<file path="config.mk">
export PLATFORM = sky130hd
export DESIGN_NAME = apb_copy_master
export DESIGN_NICKNAME = d
export VERILOG_FILES = /design/src/rtl/apb_copy_master.sv
export SDC_FILE = /design/constraint.sdc
export NUM_CORES = 1
export LEC_CHECK = 0
export CAP_MARGIN = 20
export CORE_UTILIZATION = 51
export DETAILED_ROUTE_END_ITERATION = 7
export PLACE_DENSITY = 0.92
export SLEW_MARGIN = 20
export SYNTH_ARGS = -nofsm -noshare
export SYNTH_HDL_FRONTEND = slang
export SYNTH_SLANG_ARGS = --single-unit
</file>
<file path="constraint.sdc">
create_clock -name clk -period 2.9 [get_ports clk]
set_input_delay 0.58 -clock clk [delete_from_list [all_inputs] [get_ports clk]]
set_output_delay 0.58 -clock clk [all_outputs]
set_load 0.01 [all_outputs]
</file>
<file path="src/rtl/apb_copy_master.sv">
// apb_copy_master: takes copy requests (length/source/destination) and moves
// each word with one APB read from source+i and one APB write to
// destination+i. Addresses wrap modulo 256.
// Optional build macro APB_TIMEOUT_EN: abandon an access after TIMEOUT
// consecutive cycles without pready and report err with done.
module apb_copy_master #(
  parameter int DATA_W   = 32,
  parameter int ADDR_INC = 1,
  parameter int TIMEOUT  = 15
) (
  input  logic              clk,
  input  logic              nrst,
  input  logic              valid,
  output logic              ready,
  input  logic [3:0]        length,
  input  logic [7:0]        source,
  input  logic [7:0]        destination,
  output logic              psel,
  output logic              penable,
  output logic              pwrite,
  output logic [7:0]        paddr,
  output logic [DATA_W-1:0] pwdata,
  input  logic [DATA_W-1:0] prdata,
  input  logic              pready,
  input  logic              pslverr,
  output logic              done,
  output logic              err
);

  localparam logic [2:0] IDLE      = 3'd0;
  localparam logic [2:0] RD_SETUP  = 3'd1;
  localparam logic [2:0] RD_ACCESS = 3'd2;
  localparam logic [2:0] WR_SETUP  = 3'd3;
  localparam logic [2:0] WR_ACCESS = 3'd4;
  localparam logic [2:0] DONE      = 3'd5;

  localparam logic [7:0] INC = 8'(ADDR_INC);

  logic [2:0]        state_q;
  logic [2:0]        state_d;
  logic [3:0]        len_q;
  logic [3:0]        cnt_q;
  logic [3:0]        cnt_inc;
  logic [7:0]        src_q;
  logic [7:0]        dst_q;
  logic [7:0]        addr_q;
  logic [DATA_W-1:0] data_q;
  logic              err_q;
  logic              in_access;
  logic              timeout;

  assign cnt_inc   = cnt_q + 4'd1;
  assign in_access = (state_q == RD_ACCESS) || (state_q == WR_ACCESS);

`ifdef APB_TIMEOUT_EN
  localparam int WCW = (TIMEOUT < 2) ? 1 : $clog2(TIMEOUT + 1);
  logic [WCW-1:0] wcnt_q;

  // Wait-state counter: restarts at every setup phase, counts stalled access cycles
  always_ff @(posedge clk or negedge nrst) begin
    if (!nrst) begin
      wcnt_q <= '0;
    end else if ((state_q == RD_SETUP) || (state_q == WR_SETUP)) begin
      wcnt_q <= '0;
    end else if (in_access && !pready) begin
      wcnt_q <= wcnt_q + 1'b1;
    end
  end

  assign timeout = in_access && !pready && (wcnt_q == WCW'(TIMEOUT - 1));
`else
  assign timeout = 1'b0;
`endif

  // Next-state logic for the read/write copy sequence
  always_comb begin
    state_d = state_q;
    case (state_q)
      IDLE:      if (valid) state_d = (length != 4'd0) ? RD_SETUP : DONE;
      RD_SETUP:  state_d = RD_ACCESS;
      RD_ACCESS: begin
        if (pready)       state_d = pslverr ? DONE : WR_SETUP;
        else if (timeout) state_d = DONE;
      end
      WR_SETUP:  state_d = WR_ACCESS;
      WR_ACCESS: begin
        if (pready)       state_d = (pslverr || (cnt_inc == len_q)) ? DONE : RD_SETUP;
        else if (timeout) state_d = DONE;
      end
      DONE:      state_d = IDLE;
      default:   state_d = IDLE;
    endcase
  end

  // State, request latches, pointers, read data and error flag
  always_ff @(posedge clk or negedge nrst) begin
    if (!nrst) begin
      state_q <= IDLE;
      len_q   <= '0;
      cnt_q   <= '0;
      src_q   <= '0;
      dst_q   <= '0;
      addr_q  <= '0;
      data_q  <= '0;
      err_q   <= 1'b0;
    end else begin
      state_q <= state_d;
      case (state_q)
        IDLE: begin
          if (valid) begin
            len_q <= length;
            src_q <= source;
            dst_q <= destination;
            cnt_q <= '0;
            err_q <= 1'b0;
          end
        end
        RD_ACCESS: begin
          if (pready) begin
            data_q <= prdata;
            if (pslverr) err_q <= 1'b1;
          end else if (timeout) begin
            err_q <= 1'b1;
          end
        end
        WR_ACCESS: begin
          if (pready) begin
            if (pslverr) begin
              err_q <= 1'b1;
            end else begin
              src_q <= src_q + INC;
              dst_q <= dst_q + INC;
              cnt_q <= cnt_inc;
            end
          end else if (timeout) begin
            err_q <= 1'b1;
          end
        end
        default: ;
      endcase
      // paddr only moves when a setup phase begins; it holds otherwise
      if (state_d == RD_SETUP)
        addr_q <= (state_q == IDLE) ? source : (src_q + INC);
      else if (state_d == WR_SETUP)
        addr_q <= dst_q;
    end
  end

  assign ready   = (state_q == IDLE);
  assign psel    = (state_q == RD_SETUP) || (state_q == RD_ACCESS) ||
                   (state_q == WR_SETUP) || (state_q == WR_ACCESS);
  assign penable = in_access;
  assign pwrite  = (state_q == WR_SETUP) || (state_q == WR_ACCESS);
  assign paddr   = addr_q;
  assign pwdata  = data_q;
  assign done    = (state_q == DONE);
  assign err     = (state_q == DONE) && err_q;

endmodule

</file>
== Yosys cells after proc, flatten, opt, wreduce, memory -nomap -nowiden ==
Index checks and enable logic that the tools add are counted.
Word-level totals
  flip-flop bits (word level): 68
  latch bits: 0
  RAM bits: 0
  bits in read-only memories: 0
  memories: 0
Operators by class
  add/sub/neg operators: 3
  multipliers: 0
  divide/modulo/power cells: 0
  $lt $le $gt $ge: 0
  equal/unequal tests: 13
  shifts and indexed selects: 0
  multiplexer cells: 26
  bitwise gates (word level): 0
  reductions and logical operators: 17
Operators with widths (number)
  $mux 8: 9
  $pmux 8 s2: 2
  $mux 3: 6
  $add 8x1->8 const B: 2
  $pmux 3 s5: 1
  $mux 4: 3
  $eq 3x2->1 const B: 3
  $pmux 4 s2: 1
  $reduce_and 4->1: 2
  $eq 3x1->1 const B: 2
  $eq 3x3->1 const B: 2
  $logic_or 1x1->1: 6
  $ne 2x2->1 const B: 3
  $reduce_bool 2->1: 3
  $add 4x1->4 const B: 1
  $eq 4x4->1: 1
  $ne 2x1->1 const B: 2
  $reduce_and 2->1: 2
  $reduce_bool 4->1: 1
  $logic_not 3->1: 1
  $mux 1: 3
  $pmux 1 s2: 1
  $reduce_or 2->1: 1
  $logic_and 1x1->1: 1

== Logic depth before layout (Yosys ltp) ==
  word-level depth: 9
  depth in mapped cells: 8
  mapped depth without buffers: 6

== Worst setup path after synthesis ==
OpenSTA, ideal clock, no wires.
  path type: register -> output
  from: register state_q[2]
  to: output port pwrite
  arrival: 1320 ps
  required time: 2320 ps
  slack: 1000 ps
  cell stages (with the launch flop): 6
  path through: dfrtp_1 -> buf_6 -> clkbuf_1 -> nand2_1 -> clkbuf_1 -> o21ai_0
Between the ends
  word-level cells in the longest chain between the ends: 2
RTL lines
  start, declared: RTL line 39  | logic [2:0] state_q;
  start signal, assigned: RTL line 107  | state_q <= state_d;
  $eq 3x2->1 / $eq 3x3->1 (equally long branches): RTL line 153  | assign pwrite = (state_q == WR_SETUP) || (state_q == WR_ACCESS);
  $logic_or 1x1->1 (*): RTL line 153
  end, declared: RTL line 20  | output logic pwrite,
Every way passes the cells marked *; elsewhere a longest branch is shown, timed or not.

== Worst setup path in the final report ==
  from: register state_q[2]
  to: output port ready
Between the ends
  word-level cells in the longest chain between the ends: 1
RTL lines
  $logic_not 3->1: RTL line 149  | assign ready = (state_q == IDLE);
  end, declared: RTL line 14  | output logic ready,
Every way passes these cells.

==> metrics.txt <==
critical path required time=2.32 ns; reg2reg start=state_q[2]; layout cell share with drive strength beyond 1=18.05%; Cells after Synth=312; Pleak=0.001969 uW; antenna violations before repair=0; TNS Setup=0 ns; # rows=29; post-synthesis instance area=0.003376 sq mm; H-tree Lvls=3; Starting DRT DRC Count=109; VDD IR max=0.6313 mV; worst skew pair latency=between 0.3 and 0.4 ns; fillers=between 400 and 500; first-pass GRT wire length=14060 um; RSZ-0062 raised after global routing=no; f_max=~0.38 GHz; CTS Hold Bufs=0; n_diodes=0; flops & latches, synth=68; I/O pin count=103; Distinct cells, synth=50; Longest Clk Path Bufs=2; drt drc=0; clock skew=between 0.006 and 0.007 ns; Clock transition at path regs=roughly 0.070 ns; CP startpoint=state_q[2]; worst slew pin tran=roughly 0.66 ns; DRT Wirelength=8601 um; min Tclk post-route=2.657 ns; Hold Path Class=in -> async; Avg Inst Size Synth=10.82 sq um; Worst Path Max Fanout=12; area of the core=~0.0064 sq mm; Pwr Total=about 5200 uW; CP endpoint kind=output pin; top cell type's share of synthesized area=between 50% and 60%; Die ar.=0.006948 sq mm; vias in the first global route=2795; cell accounting for the most synthesized area=dfrtp_1; final net count=477; Setup CP Type=reg -> out; Critical Path AT=2.08 ns; fin area=0.004678 sq mm; dpl cell area=0.004473 sq mm; async set-reset flop share out of synthesis=100.0%; Post CTS Setup Buffer Count=0; final hold vios=0; run status=complete, no violations; worst rel slew slack=56.13%; Crit path largest cell delay=0.55 ns; TritonCTS clock tree=done; DR vias/cell=approximately 5.8; Antenna Nets Post-Route=0; Cell Pwr Density=~1100 mW/mm^2; DIE WIDTH=83.36 um; Yosys warnings=0; All-Layer GR Usage=25.97%; wire per inst=17.27 um; Min Hold Slack=0.2699 ns; max-slew violations=0; Core Util, Final=73.26%; via count=2883; register area share after synthesis=50.41%; die height=83.36 um; post-cts sizing count=0; DP HPWL=6303 um; RD Place Congestion=around 0.9; Worst path top cell family by delay=buffers and inverters; Final Setup Violations=0; Buf/Inv on CP=2; PortBufs=102; total grt overflow=0; largest net degree at the start of global routing=33; number of flops mapped to enable cells by yosys=0; Num CTS Buffers=9; slowest library cell on the worst path=clkdlybuf4s50_1; crit-path cells=or3_4 -> clkinv_4 -> clkdlybuf4s50_1; Syn Nets=372; Pre-Repair DR Iteration Count=5; crit path launch type=flip-flop; Syn-to-layout area delta=38.58%; Root Buffer=clkbuf_8; Final Cycle Share=91.61%; max-cap viol count=0; Sink Count=68; top_reg_cell synth=dfrtp_1; initial core utilization=between 50% and 60%; synth top area cells=dfrtp_1 (50%), mux2_2 (13%), a21oi_1 (3.9%), nand2_1 (3.3%), mux2_4 (2.7%)
[cells in the mapped netlist, types with 2 or more instances]
library cell and count:
and3_1 6, dfrtp_1 68, a31oi_1 5, buf_6 2, mux2i_1 2, o21ai_0 17
clkbuf_1 6, nor3b_1 2, xor2_1 2, inv_1 7, o2bb2ai_1 2, nor3_1 5
buf_2 8, nand2_1 30, xnor2_1 9, a21oi_1 26, mux2_2 39, nand3_1 12
nor2_1 15, nand2b_1 5, mux2_4 6, nor2b_1 2, ha_1 3, o22ai_1 7
[registers in the layout (all words and copies together) (netlist names)]
name / cells
dst_q: 8
paddr: 8
src_q: 8
state_q: 3
pwdata: 32
len_q: 4
err_q: 1
cnt_q: 4
[stage by stage]
stage	std cells	setup slack, ns
3_3_place_gp	483	0.2972
5_1_grt	498	0.1632
2_1_floorplan	312	1.000
3_5_place_dp	483	0.2128
6_report	498	0.2434
4_1_cts	498	0.2335
[routing by layer]
metal  global-route usage, %  up-vias  routed length (um)  share of wire [%]
li1                        -     1322                   -                  -
met1                   33.38     1379                3481                 40
met2                   42.18      162                4256                 49
met3                   5.169       20                 674                7.8
met4                   12.54        0                 189                2.2
met5                       0        -                   0                  0
[report_power, final]
| part | total [uW] | internal (uW) | switching [uW] |
|---|---|---|---|
| logic | 2550 | 1430 | 1120 |
| registers | 1800 | 1410 | 388 |
| clock network | 828 | 477 | 351 |
| total | 5180 | 3320 | 1860 |
[worst reg2reg max path: stages (launching register included)]
cell     delay (ns)
dfrtp_1        0.59
buf_4          0.23
nor3b_2        0.19
nand3_1        0.10
nor3b_1        0.35
a211o_1        0.45
mux2_4         0.35
[area by class of cell]
class / instances / area, sq um / share of cell area [%]
multi-input combinational: 219 / 1556 / 33.27
sequential: 68 / 1702 / 36.37
clock inverter: 5 / 77.57 / 1.658
clock buffer: 10 / 127.6 / 2.728
inverter: 8 / 35.03 / 0.7489
timing repair buffer: 111 / 1084 / 23.16
tap: 77 / 96.34 / 2.059
[cell families (layout without fill, tap and decap cells)]
logic type,after synthesis,in the layout,share of synthesized area (%)
buffers and inverters,25,134,3.781
AO/OA/AOI/OAI,69,69,12.01
AND/OR/NAND/NOR,88,88,12.90
adder cells (fa/ha/maj),3,3,1.112
flip-flops,68,68,50.41
XOR/XNOR,12,12,3.521
multiplexers,47,47,16.27
[final timing paths]
kind / to / slack, ns / cells past startpoint
worst max-delay path: ready / 0.24 / 3
worst max register to register: paddr[4] / 0.53 / 6
max in group asynchronous: cnt_q[2] / 1.89 / 2
worst min register to register: pwdata[31] / 0.51 / 1
min in group clk: pwdata[31] / 0.51 / 1
worst min-delay path: pwdata[22] / 0.27 / 1
[placed cells by master (no fill, tap or decap), drive strengths merged, types with 9 or more instances in the layout]
| master | instances |
|---|---|
| clkbuf | 10 |
| nor2 | 15 |
| buf | 10 |
| nand2 | 31 |
| dfrtp | 68 |
| mux2 | 45 |
| xnor2 | 9 |
| o21ai | 18 |
| a21oi | 27 |
| nand3 | 12 |
| clkdlybuf4s50 | 101 |
(Power assumes the default switching activity.)
==> patch: new RTL, same settings <==
Set the parameter `DATA_W` to 28 (it was 32).
--- a/src/rtl/apb_copy_master.sv
+++ b/src/rtl/apb_copy_master.sv
@@ -4,7 +4,7 @@
 // Optional build macro APB_TIMEOUT_EN: abandon an access after TIMEOUT
 // consecutive cycles without pready and report err with done.
 module apb_copy_master #(
-  parameter int DATA_W   = 32,
+  parameter int DATA_W   = 28,
   parameter int ADDR_INC = 1,
   parameter int TIMEOUT  = 15
 ) (
Interface: changed (resized prdata and pwdata); port bits go from 103 to 95. The function was not compared with the original's and may differ.
==> patch against the original RTL <==
  * First-iteration DRC count down 34%
  * Fmax down 3.2%
  * Synthesized area down 4.5%
  * Via count down 7.2%
  * Worst setup slack worse by 0.087 ns
  * Final cell count down 3.8%
  * Sequential cell count down 4
  * Total power down 4.5%
  * Wire length down 10%
  * Register-to-register slack worse by 0.05 ns
  * Design area down 4.4%
  * Largest power group unchanged
==> patch: results <==
group,metric,value,unit
run_status,outcome,"complete, no violations",
synth,ys_types,48,
global_routing,grt_pass1_vias,2592,
power_and_ir_drop,swShare,0.354,
route,dr.max_layer_used,"met4",
clocking,clockRootBuffer,"clkbuf_8",
placed_design,placed_area,4250,sq um
global_routing,grt_max_degree,36,
layout,largest_reg_flops,28,
synth,synth_cells,302,
clocking,cts_resized,0,
placed_design,port_buffers,94,
power_and_ir_drop,ir_worst_vdd,544,uV
route,met2_length,3620,microns
timing,finalCritPeriodShare,0.946,
worst_setup_path,timing.rr.end,"paddr[3]",
timing,hold_viol,0,
route,wl_per_cell,16.1,microns
placed_design,dp_hpwl,5800,microns
synth,synth_nets,358,
worst_setup_path,cp_max_fo,19,
synth,synth_common_cells,"64 x dfrtp_1, 35 x mux2_2, 28 x nand2_1, 24 x a21oi_1, 23 x o21ai_0",
clocking,cts.path.max_buffers,2,
synth,yosysSeqAreaShare,0.497,
route,drt_iter0_drc,72,
route,num_vias,2676,
route,wl_met1,3130,microns
power_and_ir_drop,p_leak,1.87,nW
clocking,insertion_delay,0.34,ns
worst_setup_path,ff2ff_setup_slack,0.48,ns
layout,fin_nets,455,
timing,clock-skew-final,0.00821,ns
clocking,htreeDepth,3,
timing,slew-limit-headroom,0.563,
clocking,cts.repair_timing.setup_buffer_count,0,
route,finalWirelength,7710,microns
global_routing,grt_pass1_wl,12200,microns
global_routing,grtUsageTotal,0.253,
placed_design,gp_congestion,0.848,
worst_setup_path,r2r_cells,6,
global_routing,antenna_found_initial,0,
route,dr.pass1.iters,4,
clocking,path_clk_slew,0.07,ns
worst_setup_path,reg2reg_from,"state_q[2]",
synth,synth.area.top_cells,"dfrtp_1 50%, mux2_2 12%, a21oi_1 3.7%",
layout,antenna_cells,0,
clocking,numCtsBuffers,9,
timing,finalHoldWorstSlack,0.261,ns
route,wl_met3,670,microns
placed_design,dp_worst_setup_slack,0.237,ns
synth,synth_async_sr_flop_share,1.00,
layout,nFillCells,388,
worst_setup_path,cp.arrival,2.16,ns
min_path,hold_path.class,"input pin to asynchronous set/reset pin",
layout,drive_above_1_share,0.181,
synth,yosysWarnings,0,
==> patch: power groups by stage <==
stage                     combinational, mW  clock [mW]  sequential (mW)
after detailed placement               2.39           0             1.72
after global routing                   2.60       0.898             1.77
after CTS                              2.41       0.853             1.70
after global placement                 2.31           0             1.68
final                                  2.40       0.838             1.71
after floorplan                        1.39           0             1.71
==> patch: cell type report <==
class | count | area (sq um) | share of cell area
tap | 75 | 93.8 | 0.0210
sequential | 64 | 1600 | 0.358
multi-input combinational | 215 | 1520 | 0.339
clock inverter | 5 | 80.1 | 0.0179
timing repair buffer | 102 | 1010 | 0.225
inverter | 7 | 31.3 | 0.00699
clock buffer | 11 | 141 | 0.0316
==> patch: routing by layer <==
layer	vias to the layer above	track usage
met5	-	0
met4	0	0.146
met3	27	0.0656
met2	133	0.423
met1	1234	0.293
li1	1282	-
==> patch: critical path, cell delays in order, from the launching register on <==
cell             delay, ns
dfrtp_1               0.60
or3_4                 0.55
clkinv_4              0.12
clkdlybuf4s50_1       0.54
==> patch: logic make-up (layout without fill, tap and decap cells) <==
kind of cell | after synthesis | in the layout | synth area share
adder cells (fa/ha/maj) | 3 | 3 | 0.0116
multiplexers | 43 | 43 | 0.158
XOR/XNOR | 12 | 12 | 0.0369
AO/OA/AOI/OAI | 70 | 70 | 0.127
flip-flops | 64 | 64 | 0.497
AND/OR/NAND/NOR | 87 | 87 | 0.133
buffers and inverters | 23 | 125 | 0.0365
==> patch: how the worst max path moves through the flow <==
stage	start	to
finish	state_q[2]	ready
global route	state_q[2]	ready
CTS	state_q[2]	ready
detailed placement	pready	paddr[0]
global placement	pready	paddr[6]
floorplan	state_q[2]	pwrite
